File: src/rtl/bsg_link_pkg.sv
// Shared link-layer constants, beat states and the beat/channel to byte-lane mapping.
package bsg_link_pkg;

  localparam int unsigned LINK_CH_W      = 8;
  localparam int unsigned CORE_W         = 64;
  localparam int unsigned BEATS_PER_WORD = 4;
  localparam int unsigned LINK_CREDITS   = 64;
  localparam int unsigned LANE_W         = $clog2(CORE_W);

  typedef enum logic [1:0] {
    BEAT0 = 2'd0,
    BEAT1 = 2'd1,
    BEAT2 = 2'd2,
    BEAT3 = 2'd3
  } beat_e;

  localparam beat_e LAST_BEAT = beat_e'(2'(BEATS_PER_WORD - 1));

  // Beats 0/1 fill the low half, 2/3 the high half; ch1 lands 16 bits above ch0.
  function automatic logic [LANE_W-1:0] lane_offset(input beat_e beat, input logic ch);
    logic [1:0] b;
    b = beat;
    return LANE_W'({b[1], ch, b[0], 3'b000});
  endfunction

endpackage

File: src/rtl/bsg_link_fifo.sv
// Word FIFO with power-of-two depth, occupancy counter and combinational head read.
module bsg_link_fifo #(
  parameter  int unsigned WIDTH = 64,
  parameter  int unsigned ELS   = 64,
  localparam int unsigned PTR_W = $clog2(ELS),
  localparam int unsigned CNT_W = $clog2(ELS) + 1
) (
  input  logic             clk,
  input  logic             rst,
  input  logic             push_i,
  input  logic [WIDTH-1:0] data_i,
  input  logic             pop_i,
  output logic [WIDTH-1:0] data_o,
  output logic             valid_o,
  output logic             full_o,
  output logic [CNT_W-1:0] count_o
);

  logic [WIDTH-1:0] mem_q [ELS];
  logic [PTR_W-1:0] rd_ptr_q, rd_ptr_d;
  logic [PTR_W-1:0] wr_ptr_q, wr_ptr_d;
  logic [CNT_W-1:0] count_q, count_d;
  logic             do_push, do_pop;

  assign valid_o = (count_q != '0);
  assign full_o  = (count_q == CNT_W'(ELS));
  assign count_o = count_q;
  assign data_o  = mem_q[rd_ptr_q];

  // A push into a full FIFO is only accepted when the head leaves on the same edge.
  assign do_pop  = pop_i & valid_o;
  assign do_push = push_i & (~full_o | do_pop);

  always_comb begin
    rd_ptr_d = rd_ptr_q;
    wr_ptr_d = wr_ptr_q;
    count_d  = count_q;
    if (do_push) wr_ptr_d = wr_ptr_q + PTR_W'(1);
    if (do_pop)  rd_ptr_d = rd_ptr_q + PTR_W'(1);
    if (do_push && !do_pop) count_d = count_q + CNT_W'(1);
    if (!do_push && do_pop) count_d = count_q - CNT_W'(1);
  end

  always_ff @(posedge clk) begin
    if (rst) begin
      rd_ptr_q <= '0;
      wr_ptr_q <= '0;
      count_q  <= '0;
    end else begin
      rd_ptr_q <= rd_ptr_d;
      wr_ptr_q <= wr_ptr_d;
      count_q  <= count_d;
    end
  end

  always_ff @(posedge clk) begin
    if (do_push) mem_q[wr_ptr_q] <= data_i;
  end

endmodule

File: src/rtl/bsg_downstream_in.sv
// Link receive stage: reassembles four 2-channel beats into a core word, buffers it,
// and returns one credit token per word the core retires.
module bsg_downstream_in
  import bsg_link_pkg::*;
#(
  parameter int unsigned FIFO_ELS = LINK_CREDITS,
  parameter int unsigned CNT_W    = $clog2(FIFO_ELS) + 1
) (
  input  logic                 clk,
  input  logic                 rst,
  input  logic                 io_valid_in,
  input  logic [LINK_CH_W-1:0] io_data_in_ch0,
  input  logic [LINK_CH_W-1:0] io_data_in_ch1,
  output logic                 io_token_out,
  output logic                 core_valid_out,
  output logic [CORE_W-1:0]    core_data_out,
  input  logic                 core_ready_in,
  output logic [CNT_W-1:0]     occupancy_out,
  output logic                 overflow_err_out
);

  beat_e             beat_q, beat_d;
  logic [CORE_W-1:0] asm_q, asm_d;
  logic [CORE_W-1:0] word_c;
  logic              push_c, pop_c, full_c;
  logic              err_q, err_d;
  logic              token_q;

  assign pop_c = core_valid_out & core_ready_in;

  // Beat FSM and assembly: the final beat's bytes go straight from the pins into the pushed word.
  always_comb begin
    beat_d = beat_q;
    asm_d  = asm_q;
    word_c = asm_q;
    push_c = 1'b0;
    err_d  = err_q;
    if (io_valid_in) begin
      word_c[lane_offset(beat_q, 1'b0) +: LINK_CH_W] = io_data_in_ch0;
      word_c[lane_offset(beat_q, 1'b1) +: LINK_CH_W] = io_data_in_ch1;
      asm_d = word_c;
      if (beat_q == LAST_BEAT) begin
        beat_d = BEAT0;
        push_c = 1'b1;
        if (full_c && !pop_c) err_d = 1'b1;
      end else begin
        beat_d = beat_e'(beat_q + 2'd1);
      end
    end
  end

  always_ff @(posedge clk) begin
    if (rst) begin
      beat_q  <= BEAT0;
      asm_q   <= '0;
      err_q   <= 1'b0;
      token_q <= 1'b0;
    end else begin
      beat_q  <= beat_d;
      asm_q   <= asm_d;
      err_q   <= err_d;
      token_q <= pop_c;
    end
  end

  assign io_token_out     = token_q;
  assign overflow_err_out = err_q;

  bsg_link_fifo #(
    .WIDTH (CORE_W),
    .ELS   (FIFO_ELS)
  ) u_fifo (
    .clk     (clk),
    .rst     (rst),
    .push_i  (push_c),
    .data_i  (word_c),
    .pop_i   (core_ready_in),
    .data_o  (core_data_out),
    .valid_o (core_valid_out),
    .full_o  (full_c),
    .count_o (occupancy_out)
  );

endmodule
File: config.mk
export PLATFORM = sky130hd
export DESIGN_NAME = bsg_downstream_in
export DESIGN_NICKNAME = d
export VERILOG_FILES = /design/src/rtl/bsg_link_pkg.sv /design/src/rtl/bsg_link_fifo.sv /design/src/rtl/bsg_downstream_in.sv
export SDC_FILE = /design/constraint.sdc
export NUM_CORES = 2
export LEC_CHECK = 0
export BUFFER_PORTS_ARGS = -buffer_cell sky130_fd_sc_hd__buf_4
export CORE_UTILIZATION = 55
export DETAILED_ROUTE_END_ITERATION = 8
export GPL_TIMING_DRIVEN = 0
export PLACE_DENSITY = 0.72
export SYNTH_ARGS = -nofsm -noshare
export SYNTH_HDL_FRONTEND = slang
export SYNTH_HIERARCHICAL = 1
export SYNTH_SLANG_ARGS = --single-unit
File: constraint.sdc
create_clock -name clk -period 6.05 [get_ports clk]
set_clock_uncertainty 0.15 [all_clocks]
set_input_delay 0.9075 -clock clk [delete_from_list [all_inputs] [get_ports clk]]
set_output_delay 0.9075 -clock clk [all_outputs]
set_load 0.01 [all_outputs]
==> flow_summary.json <==
{
  "status": "finished, violations left",
  "failed_checks": "capacitance limit, slew limit, setup timing",
  "grt_pass1_vias": 82900,
  "crit_path_start_kind": "register",
  "tightestPinTransition_ps": 1590,
  "crit_slowest_cell": "dfxtp_1",
  "ios": 94,
  "max_freq_mhz": 158,
  "setup-violations-final": 47,
  "synth-edff-count": 4096,
  "critPathRequiredTime_ps": 4990,
  "cts_hold_buf": 0,
  "leakagePower_nw": 55.0,
  "cp_top_family": "buffers and inverters",
  "vias": 84800,
  "ys_warn_count": 6,
  "crit_top_cell": "a22oi_1",
  "ys_top_cells_by_count": "4096 x edfxtp_1, 1111 x mux4_2, 183 x mux2i_1, 181 x clkbuf_1, 140 x nor2_1",
  "cts_tree": "yes",
  "path_buf_inv": 4,
  "grt_start_max_net_pins": 66,
  "cpPeakStageDelay_ps": 790,
  "area_growth_pct": 15.4,
  "vias_per_cell": 7.15,
  "relSlewSlack_pct": -5.82,
  "place_ws_ps": -16.7,
  "syn_area_per_cell_sq_um": 23.2,
  "crit_chain": "buf_2 > and2_2 > clkbuf_2 > clkbuf_1 > a22oi_1 > a22oi_1 > nor2_1 > buf_4",
  "die_h_um": 541,
  "syn-cell-area_sq_mm": 0.160,
  "powerDensity_mw_per_mm2": 354,
  "arrival_ps": 5250,
  "max_cap_viol_count": 4,
  "hp-class": "input port to register",
  "dieArea_sq_mm": 0.293,
  "syn-num-nets": 6932,
  "drt_first_pass_iters": 6,
  "crit_path_end_kind": "primary output",
  "yosysSeqAreaShare_pct": 78.0,
  "cts_max_level": 5,
  "fp.coreArea_sq_mm": 0.289,
  "total_power_mw": 65.4,
  "rsz0062_at_grt": "no",
  "drv_slew": 32,
  "synth.area.top_cells": "edfxtp_1 77%, mux4_2 16%, dfxtp_1 1.2%",
  "wl_um": 500000,
  "cts_resized": 98,
  "numCtsBuffers": 397,
  "place_hpwl_um": 327000,
  "port_buffers": 92,
  "drive_gt1_share_pct": 31.3,
  "worst_slack_ps": -260,
  "min_period_ps": 6310,
  "cts_buffer_depth": 4,
  "clkTransAtPathRegs_ps": 70,
  "avgRoutedWirePerCell_um": 42.1,
  "fillers": 18000,
  "synth_area_leader_cell": "edfxtp_1",
  "drcViolationCount": 0,
  "ys.flop_type": "edfxtp_1",
  "ant_nets": 0,
  "yosysMostFrequentCell": "edfxtp_1",
  "num-nets-final": 7700,
  "hold_viol": 0,
  "tns_ps": -6150,
  "ys_ff_latch": 4189,
  "path_class": "register to primary output",
  "gr-total-overflow": 0,
  "cts_root_buf": "clkbuf_16",
  "post-route-period-util_pct": 104,
  "routabilityCongestion": 0.878,
  "synthArstFlopShare_pct": 0,
  "antenna_found_initial": 26,
  "grt_pass1_wl_um": 675000,
  "final_core_util_pct": 64.0,
  "insertion_delay_ps": 960,
  "hold-worst-slack_ps": 123,
  "vdd_drop_max_mv": 0.323,
  "cts_setup_buffers": 0,
  "path_max_fanout": 10,
  "rows": 197,
  "die_width_um": 541,
  "synth.distinct_cells": 58,
  "yosys.area.top_type_share_pct": 76.9,
  "dr.first_iter.drc_count": 15800,
  "grt.total_usage_pct": 34.2,
  "syn_inst": 6898,
  "clock_sinks": 4189,
  "initial_core_util_pct": 55.4
}
[stage by stage]
| stage | instances | cell area, sq um |
|---|---|---|
| 2_1_floorplan | 6898 | 160000 |
| 3_3_place_gp | 10900 | 166000 |
| 3_5_place_dp | 11100 | 172000 |
| 4_1_cts | 11900 | 185000 |
| 5_1_grt | 11900 | 185000 |
| 6_report | 11900 | 185000 |
[layer usage]
metal | up-vias | track usage, % | part of all wire (%)
li1 | 31000 | - | -
met1 | 44100 | 44.6 | 32
met2 | 8071 | 50.3 | 44
met3 | 1532 | 12.4 | 17
met4 | 24 | 18.9 | 6.7
met5 | - | 0 | 0.030
[layout make-up]
type / instances / area (sq um) / area share, %
well taps: 3880 / 4850 / 2.63
plain buffers: 386 / 2010 / 1.09
clock inverters: 196 / 1850 / 1.00
repair buffers: 371 / 6490 / 3.52
diodes: 13 / 32.5 / 0.0176
flip-flops and latches: 4189 / 125000 / 67.6
clock buffers: 509 / 10600 / 5.76
inverters: 20 / 75.1 / 0.0406
multi-input cells: 2301 / 33900 / 18.3
[cells by family after synthesis]
group | Yosys count | share of synthesized area [%]
AOI/OAI and AO/OA | 525 | 2.18
adders and majority gates | 14 | 0.114
muxes | 1344 | 17.1
DFF | 4189 | 78.0
xor gates and xnor gates | 12 | 0.0657
buffers and inverters | 408 | 1.21
and+or+nand+nor | 406 | 1.27
[state kept, by name (all words and copies together) (netlist names), named ones only]
signal / count
u_fifo/count_o: 7
io_token_out: 1
u_fifo/mem_q: 4096
beat_q: 2
overflow_err_out: 1
u_fifo/wr_ptr_q: 6
asm_q: 64
u_fifo/rd_ptr_q: 6
[final timing paths]
check        slack [ps]  depth (start not counted)                   end     startpoint
max                -260                          8     core_data_out[30]       register
min                 120                          3          io_token_out  core_ready_in
max reg2reg         910                         11  u_fifo/mem_q[22][25]      beat_q[1]
min reg2reg         340                          2             asm_q[11]      asm_q[11]
[tightest hold or removal path: stages]
cell and delay [ps]:
buf_4 150, nand2_1 80, nor2_1 50
[placed cells by master (no fill, tap or decap), drive strengths merged, types with 3 or more instances in the layout]
master and instances:
edfxtp 4096, mux2i 184, clkbuf 689, mux2 49
clkinvlp 9, inv 32, o211ai 24, clkdlybuf4s15 4
nor2 140, mux4 1111, nor2b 70, nand2b 18
a22o 56, nand3 19, and2 3, a21o 3
dfxtp 93, a211oi 52, nand3b 34, a32oi 8
clkinv 143, xor2 4, a31oi 20, or2 5
or3 6, diode 13, a22oi 38, nand2 89
o21ai 60, buf 573, nor3 9, o22ai 79
o221ai 41, a21oi 138, xnor2 8, ha 13
bufinv 32
[report_power, final]
part	total (mW)	leakage, nW	internal, mW	switching (mW)
Combinational	9.33	11.8	3.59	5.74
Clock	24.4	6.12	13.8	10.6
Sequential	31.7	37.1	31.7	0.0410
Total	65.4	55.0	49.0	16.4
Power figures use the tool's default switching activity.
